--- src/rtl/seq_counter_pkg.sv ---
// rtl/seq_counter_pkg.sv - shared constants for the sequencing counter
package seq_counter_pkg;

  // Terminal behaviour selected by the MODE parameter
  localparam int MODE_WRAP = 0;
  localparam int MODE_SAT  = 1;

  // Encoding of the dir input
  localparam logic DIR_DOWN = 1'b0;
  localparam logic DIR_UP   = 1'b1;

endpackage

--- src/rtl/seq_counter_if.sv ---
// rtl/seq_counter_if.sv - control and status bundle of the sequencing counter
interface seq_counter_if #(
  parameter int WIDTH = 4
) ();

  logic             en;
  logic             clr;
  logic             load;
  logic [WIDTH-1:0] load_val;
  logic             dir;
  logic             start;
  logic [WIDTH-1:0] count;
  logic             tc;
  logic             busy;
  logic             done;

  modport master (
    output en, clr, load, load_val, dir, start,
    input  count, tc, busy, done
  );

  modport slave (
    input  en, clr, load, load_val, dir, start,
    output count, tc, busy, done
  );

endinterface

--- src/rtl/seq_counter_ff.sv ---
// rtl/seq_counter_ff.sv - enabled flop cell with asynchronous active-high reset to zero
module seq_counter_ff #(
  parameter int WIDTH = 1
) (
  input  logic             clk_i,
  input  logic             rst_i,
  input  logic             en_i,
  input  logic [WIDTH-1:0] d_i,
  output logic [WIDTH-1:0] q_o
);

  logic [WIDTH-1:0] q_q;

  // Capture d when enabled; reset clears without waiting for a clock edge
  always_ff @(posedge clk_i or posedge rst_i) begin
    if (rst_i) begin
      q_q <= '0;
    end else if (en_i) begin
      q_q <= d_i;
    end
  end

  assign q_o = q_q;

endmodule

--- src/rtl/seq_counter_next.sv ---
// rtl/seq_counter_next.sv - combinational step value and terminal detect
module seq_counter_next
  import seq_counter_pkg::*;
#(
  parameter int WIDTH = 4,
  parameter int MAX   = (1 << WIDTH) - 1,
  parameter int MODE  = MODE_WRAP
) (
  input  logic [WIDTH-1:0] count_i,
  input  logic             dir_i,
  input  logic             busy_i,
  output logic [WIDTH-1:0] next_count_o,
  output logic             at_terminal_o
);

  localparam logic [WIDTH-1:0] MAX_V = WIDTH'(MAX);
  localparam logic [WIDTH-1:0] ONE_V = WIDTH'(1);
  localparam bit               SAT   = (MODE == MODE_SAT);

  // A run always counts up and parks on MAX; idle stepping follows dir and MODE.
  // Counts above MAX (from a parallel load) are treated as already past terminal.
  always_comb begin
    next_count_o  = count_i;
    at_terminal_o = 1'b0;
    if (busy_i) begin
      at_terminal_o = (count_i == MAX_V);
      next_count_o  = (count_i < MAX_V) ? count_i + ONE_V : MAX_V;
    end else if (dir_i == DIR_UP) begin
      at_terminal_o = (count_i == MAX_V);
      if (count_i >= MAX_V) begin
        next_count_o = SAT ? MAX_V : '0;
      end else begin
        next_count_o = count_i + ONE_V;
      end
    end else begin
      at_terminal_o = (count_i == '0);
      if (count_i == '0) begin
        next_count_o = SAT ? '0 : MAX_V;
      end else begin
        next_count_o = count_i - ONE_V;
      end
    end
  end

endmodule

--- src/rtl/seq_counter.sv ---
// rtl/seq_counter.sv - parametrised up/down counter with one-shot run mode
module seq_counter
  import seq_counter_pkg::*;
#(
  parameter int WIDTH = 4,
  parameter int MAX   = (1 << WIDTH) - 1,
  parameter int MODE  = MODE_WRAP
) (
  input  logic         clk,
  input  logic         reset,
  seq_counter_if.slave bus
);

  logic [WIDTH-1:0] count_q, count_d, step_count;
  logic             busy_q, busy_d;
  logic             done_q, done_d;
  logic             count_we, busy_we;
  logic             at_term;

  seq_counter_next #(
    .WIDTH (WIDTH),
    .MAX   (MAX),
    .MODE  (MODE)
  ) u_next (
    .count_i       (count_q),
    .dir_i         (bus.dir),
    .busy_i        (busy_q),
    .next_count_o  (step_count),
    .at_terminal_o (at_term)
  );

  // Edge priority clr > load > start > en; load and start only act while idle,
  // and done is a one-edge pulse raised when an enabled run step finds MAX.
  always_comb begin
    count_d  = count_q;
    busy_d   = busy_q;
    done_d   = 1'b0;
    count_we = 1'b0;
    busy_we  = 1'b0;
    if (bus.clr) begin
      count_d  = '0;
      busy_d   = 1'b0;
      count_we = 1'b1;
      busy_we  = 1'b1;
    end else if (bus.load && !busy_q) begin
      count_d  = bus.load_val;
      count_we = 1'b1;
    end else if (bus.start && !busy_q) begin
      count_d  = '0;
      busy_d   = 1'b1;
      count_we = 1'b1;
      busy_we  = 1'b1;
    end else if (bus.en) begin
      count_d  = step_count;
      count_we = 1'b1;
      if (busy_q && at_term) begin
        busy_d  = 1'b0;
        busy_we = 1'b1;
        done_d  = 1'b1;
      end
    end
  end

  seq_counter_ff #(.WIDTH(WIDTH)) u_count_ff (
    .clk_i (clk), .rst_i (reset), .en_i (count_we), .d_i (count_d), .q_o (count_q)
  );

  seq_counter_ff #(.WIDTH(1)) u_busy_ff (
    .clk_i (clk), .rst_i (reset), .en_i (busy_we), .d_i (busy_d), .q_o (busy_q)
  );

  seq_counter_ff #(.WIDTH(1)) u_done_ff (
    .clk_i (clk), .rst_i (reset), .en_i (1'b1), .d_i (done_d), .q_o (done_q)
  );

  assign bus.count = count_q;
  assign bus.busy  = busy_q;
  assign bus.done  = done_q;
  assign bus.tc    = at_term;

endmodule
--- src/flat_wrapper.sv ---
// flat-port wrapper written by rule: the top's interface ports become plain ports
module seq_counter_flat import seq_counter_pkg::*;
#(
  parameter int WIDTH = 4,
  parameter int MAX   = (1 << WIDTH) - 1,
  parameter int MODE  = MODE_WRAP
)
  (clk, reset, bus_en, bus_clr, bus_load, bus_load_val, bus_dir, bus_start, bus_count, bus_tc, bus_busy, bus_done);
  seq_counter_if #(.WIDTH(WIDTH)) bus_i ();
  input  logic clk;
  input  logic reset;
  input wire logic [$bits(bus_i.en)-1:0] bus_en;
  input wire logic [$bits(bus_i.clr)-1:0] bus_clr;
  input wire logic [$bits(bus_i.load)-1:0] bus_load;
  input wire logic [$bits(bus_i.load_val)-1:0] bus_load_val;
  input wire logic [$bits(bus_i.dir)-1:0] bus_dir;
  input wire logic [$bits(bus_i.start)-1:0] bus_start;
  output wire logic [$bits(bus_i.count)-1:0] bus_count;
  output wire logic [$bits(bus_i.tc)-1:0] bus_tc;
  output wire logic [$bits(bus_i.busy)-1:0] bus_busy;
  output wire logic [$bits(bus_i.done)-1:0] bus_done;
  assign bus_i.en = bus_en;
  assign bus_i.clr = bus_clr;
  assign bus_i.load = bus_load;
  assign bus_i.load_val = bus_load_val;
  assign bus_i.dir = bus_dir;
  assign bus_i.start = bus_start;
  assign bus_count = bus_i.count;
  assign bus_tc = bus_i.tc;
  assign bus_busy = bus_i.busy;
  assign bus_done = bus_i.done;
  seq_counter #(.WIDTH(WIDTH), .MAX(MAX), .MODE(MODE)) u_core (.clk(clk), .reset(reset), .bus(bus_i));
endmodule
--- config.mk ---
export PLATFORM = sky130hd
export DESIGN_NAME = seq_counter_flat
export DESIGN_NICKNAME = d
export VERILOG_FILES = /design/src/rtl/seq_counter_pkg.sv /design/src/rtl/seq_counter_if.sv /design/src/rtl/seq_counter_ff.sv /design/src/rtl/seq_counter_next.sv /design/src/rtl/seq_counter.sv /design/src/flat_wrapper.sv
export SDC_FILE = /design/constraint.sdc
export NUM_CORES = 1
export LEC_CHECK = 0
export ABC_AREA = 1
export BUFFER_PORTS_ARGS = -buffer_cell sky130_fd_sc_hd__buf_4
export CAP_MARGIN = 10
export CELL_PAD_IN_SITES_DETAIL_PLACEMENT = 0
export CELL_PAD_IN_SITES_GLOBAL_PLACEMENT = 1
export CORE_MARGIN = 1.5
export CORE_UTILIZATION = 31
export DETAILED_ROUTE_END_ITERATION = 6
export PLACE_DENSITY = 0.84
export SLEW_MARGIN = 20
export SYNTH_ARGS = -nofsm -noshare
export SYNTH_HDL_FRONTEND = slang
export SYNTH_SLANG_ARGS = --single-unit
export TNS_END_PERCENT = 20
--- constraint.sdc ---
create_clock -name clk -period 1.6 [get_ports clk]
set_input_delay 0.24 -clock clk [delete_from_list [all_inputs] [get_ports clk]]
set_output_delay 0.24 -clock clk [all_outputs]
set_load 0.005 [all_outputs]
# Word-level counts from Yosys, hierarchy flattened
# Index checks and enable logic that the tools add are counted.
dict set report op_classes {
  magnitude_cmp 2
  add_sub_neg 2
  reduce_logical 10
  eq_ne 2
  muxes 28
}
# cell count
set op_table {}
lappend op_table {{$mux 4} 9}
lappend op_table {{$mux 1} 19}
lappend op_table {{$reduce_bool 3->1} 2}
lappend op_table {{$add 4x1->4 const B} 1}
lappend op_table {{$eq 4x4->1 const B} 1}
lappend op_table {{$ge 4x4->1 const B} 1}
lappend op_table {{$logic_not 4->1} 1}
lappend op_table {{$lt 4x4->1 const B} 1}
lappend op_table {{$reduce_and 4->1} 1}
lappend op_table {{$reduce_bool 4->1} 1}
lappend op_table {{$sub 4x1->4 const B} 1}
lappend op_table {{$logic_and 1x1->1} 3}
lappend op_table {{$ne 2x2->1 const B} 1}
lappend op_table {{$reduce_and 2->1} 1}
lappend op_table {{$logic_not 1->1} 1}
dict set report totals {
  register_bits 6
  word_cells 47
  output_inout_bits 7
}

# Depth between registers and ports, before layout
# Gate-level depths: netlist of run 1.
dict set report depth {
  depth_word 10
  mapped_depth 12
}

# Cells and area by module
# Synthesis of run 1 repeated with hierarchy kept, for this count alone.
dict set report unflattened {
  cells_unflattened 110
  area_unflattened_um2 600.6
}
# module seq_area_each_um2 area_per_inst_um2 instances cells_per_inst
set by_module_without_submodules {}
lappend by_module_without_submodules {seq_counter_next 0.0 197.7 1 42}
lappend by_module_without_submodules {seq_counter 0.0 162.7 1 38}
lappend by_module_without_submodules {{seq_counter_ff at u_core.u_count_ff} 100.1 152.6 1 18}
lappend by_module_without_submodules {{seq_counter_ff at u_core.u_busy_ff ...} 25.0 43.8 2 6}

# Least setup slack after synthesis of run 1
# No wires, ideal clock.
dict set report synth_path {
  kind {flip-flop to flip-flop}
  startpoint {register u_core.u_count_ff.q_q[0] (netlist: u_core.u_count_ff.q_o[0])}
  endpoint {register u_core.u_count_ff.q_q[1] (netlist: u_core.u_count_ff.q_o[1])}
  path_stages_with_launch 10
  arrival_time_ns 1.231
  setup_slack_ns 0.243
  n_path_buf 0
  required_ns 1.473
  setup_time_ns 0.127
  path_cell_list {dfrtp_1 -> ha_1 -> nand2_1 -> inv_1 -> nand2_1 -> inv_1 -> nand2_1 -> o21ai_0 -> a21boi_0 -> o22ai_1}
}
dict set report synth_via {
  elab_chain_cells 8
  word_cells_on_any_way 14
  classes_between {add/sub (2); order compare (2); mux (9); reduce/logical (1)}
}
# element line_no
set synth_rtl {}
lappend synth_rtl {{start: declaration} seq_counter_ff.sv:12} ;# logic [WIDTH-1:0] q_q;
lappend synth_rtl {{start signal: assignment} seq_counter_ff.sv:19} ;# q_q <= d_i;
lappend synth_rtl {{$sub 4x1->4, or another cell as far along} seq_counter_next.sv:40} ;# next_count_o = count_i - ONE_V;
lappend synth_rtl {{$mux 4 (on tied branches)} {seq_counter_next.sv:37, seq_counter_next.sv:30}}
lappend synth_rtl {{$mux 4} seq_counter_next.sv:28} ;# end else if (dir_i == DIR_UP) begin
lappend synth_rtl {{$mux 4 (*)} seq_counter_next.sv:25} ;# if (busy_i) begin
lappend synth_rtl {{$mux 4 (*)} seq_counter.sv:53} ;# end else if (bus.en) begin
lappend synth_rtl {{$mux 4 (*)} seq_counter.sv:48} ;# end else if (bus.start && !busy_q) begin
lappend synth_rtl {{$mux 4 (*)} seq_counter.sv:45} ;# end else if (bus.load && !busy_q) begin
lappend synth_rtl {{$mux 4 (*)} seq_counter.sv:40} ;# if (bus.clr) begin
# Mark *: on every way between the ends. The rest lies on a longest branch, timed or not. The select of a mux whose other input is x is not followed.
# A chain may end at the register's enable or synchronous reset.

# Worst setup path in the final report of run 1
dict set report layout_path {
  startpoint {register u_core.u_count_ff.q_q[0] (netlist: u_core.u_count_ff.q_o[0])}
  endpoint {output port bus_tc}
}
dict set report layout_via {
  elab_chain_cells 3
  word_cells_on_any_way 4
  classes_between {eq/ne (1); mux (2); reduce/logical (1)}
}
# element line_no
set layout_rtl {}
lappend layout_rtl {{$eq 4x4->1 / $logic_not 4->1 (equally long branches)} {seq_counter_next.sv:26, seq_counter_next.sv:29, seq_counter_next.sv:36}}
lappend layout_rtl {{$mux 1} seq_counter_next.sv:28}
lappend layout_rtl {{$mux 1 (*)} seq_counter_next.sv:25}
lappend layout_rtl {{end: declaration} flat_wrapper.sv:19} ;# output wire logic [$bits(bus_i.tc)-1:0] bus_tc;
# Mark *: on every way between the ends. The rest lies on a longest branch, timed or not.

==> flow_summary_export.csv, run 1 <==
group,metric,value,unit
run_status,outcome,"completed",
cells_and_area,finalNonFillerCells,124,
cts,clk_latency,0.24,ns
timing,tightest_slew,0.294,ns
place,place.gp.congestion,0.807,
cts,cts_tree,"built",
cells_and_area,layout-drive-gt1-share,37.0,%
grt,track_usage,16.0,%
setup_path,worstSetupEndpointType,"output pin",
setup_path,startpoint_type,"flop",
timing,rsz0062_at_grt,"yes",
timing,hold_slack,0.186,ns
place,dp.cells,117,
setup_path,path_class,"flop to output pin",
floorplanning,fp.dieArea,1960,um^2
detailed_routing,ant_nets,0,
floorplanning,initial_core_util,33.9,%
timing,hold_viol,0,
cells_and_area,nFillCells,173,
floorplanning,rows,14,
yosys,synth_area_per_cell,6.38,um^2
detailed_routing,vias,591,
grt,grt-ovfl-total,0,
hold_path,hold_path_depth,2,
job,cap_violations,0,
detailed_routing,detail_route.wl_per_cell,10.4,um
yosys,synth_warnings,0,
yosys,synth_area,529,um^2
yosys,syn_nets,96,
cts,cts_buffer_depth,2,
cells_and_area,layout_commonest_cell,"nand2_1",
grt,grt_pass1_wl,2360,um
yosys,yosysUniqueCellTypes,18,
timing,max_freq,652,MHz
cts,clock_sinks,6,
power,cellPowerDensity,699,nW/um^2
detailed_routing,routed_wl,1290,um
timing,clock_skew,0.00570,ns
cells_and_area,diodes,0,
cells_and_area,fin_nets,123,
power,irDropWorstVdd,694,uV
place,port_buffers,17,
timing,drv_slew,0,
setup_path,worst_r2r_path_depth,11,
yosys,synth_seq_cells,6,
detailed_routing,viasPerCell,4.77,
hold_path,hold_class,"input pin to flop",
setup_path,arrival,1.29,ns
detailed_routing,first_iter_violations,19,
power,p_leak,0.432,nW
grt,first_global_vias,596,
timing,slew_headroom,80.4,%
yosys,syn_inst,83,
setup_path,cp.required,1.36,ns
timing,period_needed,1.53,ns
cells_and_area,syn_to_final_growth,43.0,%
floorplanning,core,1560,um^2
cts,cts_buffers,3,
cts,root_buffer,"clkbuf_4",
power,total_power,0.529,mW
timing,setup_viol,0,
detailed_routing,drc,0,
timing,fin_crit_sh,95.9,%
setup_path,path_max_fanout,4,
detailed_routing,drt_pass1_iterations,6,
yosys,ys_seq_area_share,28.4,%
grt,antenna_found_initial,0,
floorplanning,fp.dieW,44.3,um
floorplanning,io_pins,18,
cells_and_area,final_cell_mix,"nand2_1, buf_4, inv_1, nor2_1, inv_2",
place,hpwlAfterDp,1020,um
floorplanning,fp.dieH,44.3,um
cts,clkTransAtPathRegs,0.05,ns
cts,htree_num_levels,1,
grt,grt_max_degree,10,
-- synthesized netlist by cell type (all sizes together) --
cell type | n | share of area (%)
o21ai | 4 | 3.8
buf | 1 | 1.4
inv | 14 | 9.9
nor2 | 12 | 12
a21boi | 2 | 2.8
o22ai | 3 | 3.5
nand4 | 2 | 2.4
xor2 | 1 | 1.7
a22oi | 1 | 1.4
nand3 | 5 | 4.7
dfrtp | 6 | 28
nand2 | 29 | 22
a21oi | 1 | 0.94
ha | 2 | 4.7
-- critical path: stages, from the launching register on --
cell	delay, ns
dfrtp_2	0.43
inv_2	0.09
ha_4	0.14
nand2_1	0.06
nor2_2	0.10
nand2_1	0.06
o21ai_1	0.07
buf_4	0.12
-- metal layers --
| layer | track usage [%] | wire [um] | vias to the layer above |
|---|---|---|---|
| met1 | 19.6 | 607 | 254 |
| met2 | 27.6 | 590 | 21 |
| met4 | 2.42 | 14 | 0 |
| met3 | 5.31 | 72 | 2 |
| met5 | 0 | 0 | - |
| li1 | - | - | 314 |
-- through the flow --
stage | setup WS (ns) | cell area [um^2] | utilization, % | TNS (ns)
floorplan | 0.243 | 529 | - | 0
global placement | 0.0765 | 684 | 43.9 | 0
detailed placement | 0.0746 | 684 | 43.9 | 0
CTS | 0.00765 | 747 | 47.9 | 0
global route | -0.0393 | 757 | 48.6 | -0.0508
finish | 0.0652 | 757 | 48.6 | 0
-- sequential cells by signal, indices dropped and copies added, names as in the netlist --
| name | flops |
|---|---|
| u_core.u_done_ff.q_o | 1 |
| u_core.u_count_ff.q_o | 4 |
| u_core.u_busy_ff.q_o | 1 |
-- cell families after synthesis --
logic type | Yosys count | share of synthesized area (%)
adders and majority gates | 2 | 4.73
and+or+nand+nor | 48 | 41.4
AOI/OAI and AO/OA | 11 | 12.5
buffers and inverters | 15 | 11.3
xor gates and xnor gates | 1 | 1.66
DFF | 6 | 28.4
-- report_power, final --
| part | internal, mW | switching, mW | leakage [nW] | total (mW) |
|---|---|---|---|---|
| clock | 0.0847 | 0.0526 | 0.0138 | 0.137 |
| sequential | 0.164 | 0.0225 | 0.0773 | 0.187 |
| combinational | 0.103 | 0.102 | 0.340 | 0.205 |
| total | 0.352 | 0.177 | 0.432 | 0.529 |
-- repair_timing --
action	in CTS	in global routing
setup buffers	3	0
endpoints found under the setup margin	1	4
resized for setup	4	7
hold endpoints to repair	6	0
cloned	0	0
hold buffers	1	0
-- layout make-up --
class / instances / area (um^2) / share of cell area [%]
inverter: 14 / 52.6 / 6.94
tap: 16 / 20.0 / 2.64
sequential: 6 / 153 / 20.2
timing repair buffer: 23 / 175 / 23.1
clock buffer: 3 / 22.5 / 2.98
multi-input combinational: 62 / 334 / 44.1
-- worst paths after layout --
| kind | from | endpoint | slack (ns) |
|---|---|---|---|
| max in group asynchronous | reset | u_core.u_count_ff.q_o[0]$_DFFE_PP0P_ | 0.93 |
| hold reg to reg | u_core.u_count_ff.q_o[1]$_DFFE_PP0P_ | u_core.u_count_ff.q_o[1]$_DFFE_PP0P_ | 0.63 |
| setup reg to reg | u_core.u_count_ff.q_o[0]$_DFFE_PP0P_ | u_core.u_count_ff.q_o[3]$_DFFE_PP0P_ | 0.15 |
| min in group asynchronous | reset | u_core.u_count_ff.q_o[2]$_DFFE_PP0P_ | 0.46 |
| setup / recovery | u_core.u_count_ff.q_o[0]$_DFFE_PP0P_ | bus_tc | 0.07 |
| hold / removal | bus_clr | u_core.u_busy_ff.q_o$_DFFE_PP0P_ | 0.19 |
No activity file was read; power rests on OpenSTA's default activity.
==> run 2, diff against run 1 <==
Settings changed: ABC_AREA 1 to default, CORE_UTILIZATION 31 to 35, PLACE_DENSITY 0.84 to 0.86.
==> flow_summary_export.csv, run 2 <==
group,metric,value,unit
setup_path,crit_chain,"buf_4 > inv_1 > ha_4 > nand3_2 > o31ai_2 > buf_4",
yosys,synth_area_per_cell,8.55,um^2
power,irDropWorstVdd,249,uV
cells_and_area,multi_input_area,419,um^2
timing,period_needed,1.56,ns
place,dp_slack,-0.00745,ns
yosys,synthArstFlopShare,100,%
cells_and_area,seq_area,153,um^2
cts,clkTransAtPathRegs,0.04,ns
yosys,synth_area,564,um^2
setup_path,r2r_slack,0.05,ns
yosys,synth_top_area_cell,"dfrtp_1",
cells_and_area,fin_nets,111,
cells_and_area,layout-drive-gt1-share,52.1,%
yosys,syn_inst,66,
yosys,synth_seq_cells,6,
setup_path,cp.required,1.36,ns
cts,root_buffer,"clkbuf_4",
timing,layout_setup_ws,0.0437,ns
cts,cts_tree,"built",
place,hpwlAfterDp,1170,um
floorplanning,rows,14,
detailed_routing,detail_route.wl_per_cell,14.1,um
cts,htree_num_levels,1,
setup_path,startpoint_type,"flop",
yosys,yosysUniqueCellTypes,34,
timing,tightest_slew,0.261,ns
cts,clk_latency,0.24,ns
floorplanning,io_pins,18,
cts,clock_sinks,6,
detailed_routing,drt_pass1_iterations,4,
yosys,synth_commonest_cells,"nor2_1, dfrtp_1, inv_1, nand2_1",
hold_path,hold_class,"input pin to flop",
grt,use_met2,30.7,%
grt,met1_usage,24.6,%
setup_path,path_class,"flop to output pin",
floorplanning,fp.dieArea,1860,um^2
timing,fin_crit_sh,97.3,%
floorplanning,core,1510,um^2
power,cellPowerDensity,631,nW/um^2
grt,grt-ovfl-total,0,
setup_path,cpPeakStageDelay,0.43,ns
place,placed_cell_area,736,um^2
grt,busiest_layer,"met2",
detailed_routing,vias,617,
grt,grt_util_met3,1.28,%
grt,antenna_found_initial,0,
setup_path,cpMaxStageDelayCell,"dfrtp_2",
setup_path,arrival,1.32,ns
run_status,outcome,"completed",
setup_path,critPathTopFamily,"flip-flops",
cells_and_area,finalNonFillerCells,112,
grt,grt_max_degree,13,
cells_and_area,final_area,872,um^2
floorplanning,fp.dieH,43.2,um
cells_and_area,largest_register_ffs,4,
detailed_routing,routed_wl,1580,um
yosys,yosys.area.top_type_share,26.6,%
detailed_routing,drc,0,
detailed_routing,viasPerCell,5.51,
detailed_routing,ant_nets,0,
setup_path,worstSetupEndpointType,"output pin",
cts,cts_buffer_depth,2,
cells_and_area,nFillCells,132,
cts,cts_buffers,3,
timing,drv_slew,0,
setup_path,critical_path_buf_inv_count,3,
yosys,synth_most_common_cell,"nor2_1",
floorplanning,initial_core_util,37.5,%
setup_path,path_max_fanout,4,
cells_and_area,layout_commonest_cell,"buf_4",
yosys,synth_edf_count,0,
floorplanning,fp.dieW,43.2,um
place,port_buffers,17,
setup_path,crit_top_cell,"buf_4",
yosys,ys_seq_area_share,26.6,%
cells_and_area,final_cell_mix,"buf_4, nor2_1, inv_1, nand2_1, dfrtp_1",
timing,rsz0062_at_grt,"yes",
cells_and_area,syn_to_final_growth,54.5,%
yosys,synth_area_leaders,"dfrtp_1, nor2_1, ha_1, inv_1, nand2_1",
cells_and_area,diodes,0,
job,cap_violations,0,
power,p_leak,0.391,nW
grt,first_global_vias,556,
timing,slew_headroom,82.6,%
place,place.gp.congestion,0.858,
grt,track_usage,18.7,%
yosys,synth_warnings,0,
timing,setup_viol,0,
timing,clock_skew,0.00121,ns
timing,max_freq,643,MHz
grt,grt_pass1_wl,2560,um
timing,hold_viol,0,
yosys,synth_flop_cell,"dfrtp_1",
detailed_routing,first_iter_violations,35,
timing,hold_slack,0.215,ns
yosys,syn_nets,79,
place,dp.cells,102,
[run 2: cell types whose count changed in the layout (fill, tap and decap cells not counted), moves of 3 or more]
cell / change
buf_4: +5
inv_2: -6
nand2_1: -24
nand3_1: -3
nor2_2: -3
[run 2: final timing paths]
path / depth (start not counted) / from / endpoint
worst max-delay path: 6 / u_core.u_count_ff.q_o[1]$_DFFE_PP0P_ / bus_tc
worst min-delay path: 2 / bus_clr / u_core.u_count_ff.q_o[3]$_DFFE_PP0P_
worst max register to register: 5 / u_core.u_count_ff.q_o[1]$_DFFE_PP0P_ / u_core.u_count_ff.q_o[3]$_DFFE_PP0P_
worst min register to register: 2 / u_core.u_busy_ff.q_o$_DFFE_PP0P_ / u_core.u_busy_ff.q_o$_DFFE_PP0P_
max in group asynchronous: 3 / reset / u_core.u_count_ff.q_o[1]$_DFFE_PP0P_
min in group asynchronous: 3 / reset / u_core.u_done_ff.q_o$_DFF_PP0_
[run 2: kinds of logic after synthesis]
kind of cell | synth area share, %
DFF | 26.6
adders and majority gates | 4.43
AOI/OAI and AO/OA | 33.3
muxes | 3.77
and+or+nand+nor | 24.2
buffers and inverters | 7.76
[run 2: final cells by class]
type                            instances  area share (%)
Timing Repair Buffer                   30            27.0
Clock buffer                            3            2.58
Multi-Input combinational cell         51            48.1
Tap cell                               16            2.30
Sequential cell                         6            17.5
Inverter                                6            2.58
[run 2: worst reg2reg max path, stage by stage, from the launching register on]
cell      delay [ns]
dfrtp_2         0.43
buf_6           0.13
or4b_4          0.48
o311a_1         0.13
o22ai_2         0.17
a221oi_2        0.08
[run 2: report_power, final]
part / switching (mW) / leakage, nW / internal [mW]
clock network: 0.0503 / 0.0138 / 0.0845
registers: 0.0119 / 0.0773 / 0.163
logic: 0.110 / 0.300 / 0.130
[run 2: layer usage]
layer | share of wire, % | wire (um)
met3 | 4.0 | 64
met5 | 0 | 0
met2 | 52 | 821
met1 | 44 | 695
met4 | 0 | 0
[run 2: per-stage QoR]
| step | setup TNS (ns) | power, mW | util (%) |
|---|---|---|---|
| floorplan | 0 | 0.294 | - |
| global placement | 0 | 0.373 | 48.8 |
| detailed placement | -0.00745 | 0.375 | 48.8 |
| CTS | 0 | 0.541 | 55.8 |
| global route | -0.0245 | 0.580 | 57.9 |
| finish | 0 | 0.550 | 57.9 |
[run 2: repair_timing]
item | in CTS | in global routing
resized for setup | 10 | 4
endpoints found under the hold margin | 6 | 0
setup endpoints to repair | 2 | 4
buffers inserted | 5 | 1
pin swaps | 4 | 5
hold buffers | 1 | 0
==> run 3, diff against run 2 <==
Settings changed: CORE_UTILIZATION 35 to 37, PLACE_DENSITY 0.86 to 0.9.
Clock period 1.6 ns to 1.9 ns, I/O delays scaled along.
==> flow_summary_export.csv, run 3 (synthesis gave the netlist of run 2 again) <==
group,metric,value,unit
run_status,outcome,"completed",
cts,clk_latency,0.26,ns
grt,first_global_vias,519,
cells_and_area,nFillCells,128,
timing,hold_viol,0,
setup_path,critical_path_buf_inv_count,1,
setup_path,startpoint_type,"flop",
setup_path,cp.required,1.62,ns
timing,fin_crit_sh,92.9,%
timing,tns,0,ns
timing,rsz0062_at_grt,"no",
detailed_routing,routed_wl,1400,um
power,irDropWorstVdd,375,uV
power,cellPowerDensity,583,nW/um^2
cells_and_area,fin_nets,101,
grt,grt-ovfl-total,0,
cells_and_area,seq_area,153,um^2
setup_path,crit_chain,"ha_1 > nand2_1 > o31ai_1 > buf_4",
cells_and_area,layout-drive-gt1-share,38.4,%
timing,period_needed,1.77,ns
detailed_routing,ant_nets,0,
timing,max_freq,566,MHz
place,place.gp.congestion,0.813,
detailed_routing,drt_pass1_iterations,4,
cells_and_area,final_cell_mix,"buf_4, nor2_1, inv_1, nand2_1, dfrtp_1",
cts,htree_num_levels,1,
hold_path,hold_class,"input pin to flop",
detailed_routing,drc,0,
cells_and_area,fin_util,54.1,%
setup_path,cpMaxStageDelayCell,"dfrtp_2",
floorplanning,initial_core_util,41.3,%
floorplanning,fp.dieH,42.1,um
cts,cts_buffer_depth,2,
cells_and_area,multi_input_area,370,um^2
cts,root_buffer,"clkbuf_4",
place,hpwlAfterDp,1030,um
job,cap_violations,0,
timing,drv_slew,0,
cts,cts_tree,"built",
cells_and_area,layout_commonest_cell,"buf_4",
floorplanning,rows,13,
timing,tightest_slew,0.313,ns
setup_path,arrival,1.48,ns
floorplanning,fp.dieArea,1770,um^2
floorplanning,io_pins,18,
setup_path,path_class,"flop to output pin",
timing,clock_skew,0.00338,ns
timing,setup_viol,0,
place,port_buffers,17,
grt,grt_pass1_wl,2280,um
setup_path,critPathTopFamily,"flip-flops",
floorplanning,fp.dieW,42.1,um
cts,clock_sinks,6,
cells_and_area,diodes,0,
cts,clkTransAtPathRegs,0.05,ns
cts,cts_buffers,3,
power,p_leak,0.330,nW
setup_path,cpPeakStageDelay,0.44,ns
grt,track_usage,16.8,%
floorplanning,core,1370,um^2
cells_and_area,largest_register_ffs,4,
detailed_routing,detail_route.wl_per_cell,13.9,um
detailed_routing,first_iter_violations,20,
setup_path,path_max_fanout,10,
setup_path,worstSetupEndpointType,"output pin",
detailed_routing,vias,574,
cells_and_area,syn_to_final_growth,31.0,%
timing,slew_headroom,79.0,%
grt,grt_max_degree,13,
detailed_routing,viasPerCell,5.68,
grt,antenna_found_initial,0,
-- run 3: per-layer routing --
metal / track usage (%) / vias up / wire [um]
met5: 0 / - / 0
met4: 9.38 / 0 / 35
met3: 3.02 / 5 / 55
met2: 27.5 / 17 / 664
met1: 20.8 / 265 / 645
li1: - / 287 / -
-- run 3: area by class of cell --
type,count,share of cell area (%)
Multi-Input combinational cell,51,50.1
Tap cell,15,2.54
Clock buffer,3,3.05
Sequential cell,6,20.6
Timing Repair Buffer,20,20.6
Inverter,6,3.05
-- run 3: worst register-to-register path: stages (launching register included) --
cell	delay, ns
dfrtp_2	0.46
ha_1	0.29
mux2_2	0.29
a21oi_1	0.14
o211ai_1	0.10
a311oi_1	0.25
-- run 3: stage by stage --
| step | power, mW | area, um^2 | worst slack, ns | std cells | hold slack [ns] |
|---|---|---|---|---|---|
| 6_report | 0.431 | 739 | 0.135 | 101 | 0.240 |
| 3_3_place_gp | 0.304 | 704 | 0.285 | 97 | 0.222 |
| 2_1_floorplan | 0.247 | 564 | 0.346 | 66 | 0.0760 |
| 5_1_grt | 0.459 | 739 | 0.0524 | 101 | 0.245 |
| 3_5_place_dp | 0.304 | 704 | 0.235 | 97 | 0.227 |
| 4_1_cts | 0.431 | 737 | 0.0339 | 101 | 0.241 |
-- run 3: report_power, final --
| group | leakage [nW] | switching (mW) | internal [mW] | total (mW) |
|---|---|---|---|---|
| Combinational | 0.239 | 0.0718 | 0.0810 | 0.153 |
| Sequential | 0.0773 | 0.0153 | 0.137 | 0.153 |
| Clock | 0.0138 | 0.0538 | 0.0720 | 0.126 |
-- run 3: path summary, 6_finish.rpt --
check,start,endpoint,slack (ns),cells after the start
worst max-delay path,u_core.u_count_ff.q_o[0]$_DFFE_PP0P_,bus_tc,0.13,4
worst max register to register,u_core.u_count_ff.q_o[0]$_DFFE_PP0P_,u_core.u_count_ff.q_o[2]$_DFFE_PP0P_,0.27,5
worst min register to register,u_core.u_count_ff.q_o[0]$_DFFE_PP0P_,u_core.u_count_ff.q_o[0]$_DFFE_PP0P_,0.67,2
max in group asynchronous,reset,u_core.u_count_ff.q_o[0]$_DFFE_PP0P_,1.17,3
worst min-delay path,bus_clr,u_core.u_count_ff.q_o[3]$_DFFE_PP0P_,0.24,2
min in group asynchronous,reset,u_core.u_count_ff.q_o[2]$_DFFE_PP0P_,0.51,3
-- run 3: what timing repair did --
| item | CTS | global route |
|---|---|---|
| setup buffers | 0 | 0 |
| endpoints found under the hold margin | 6 | 0 |
| endpoints found under the setup margin | 0 | 1 |
| resized for setup | 0 | 2 |
| hold buffers | 1 | 0 |
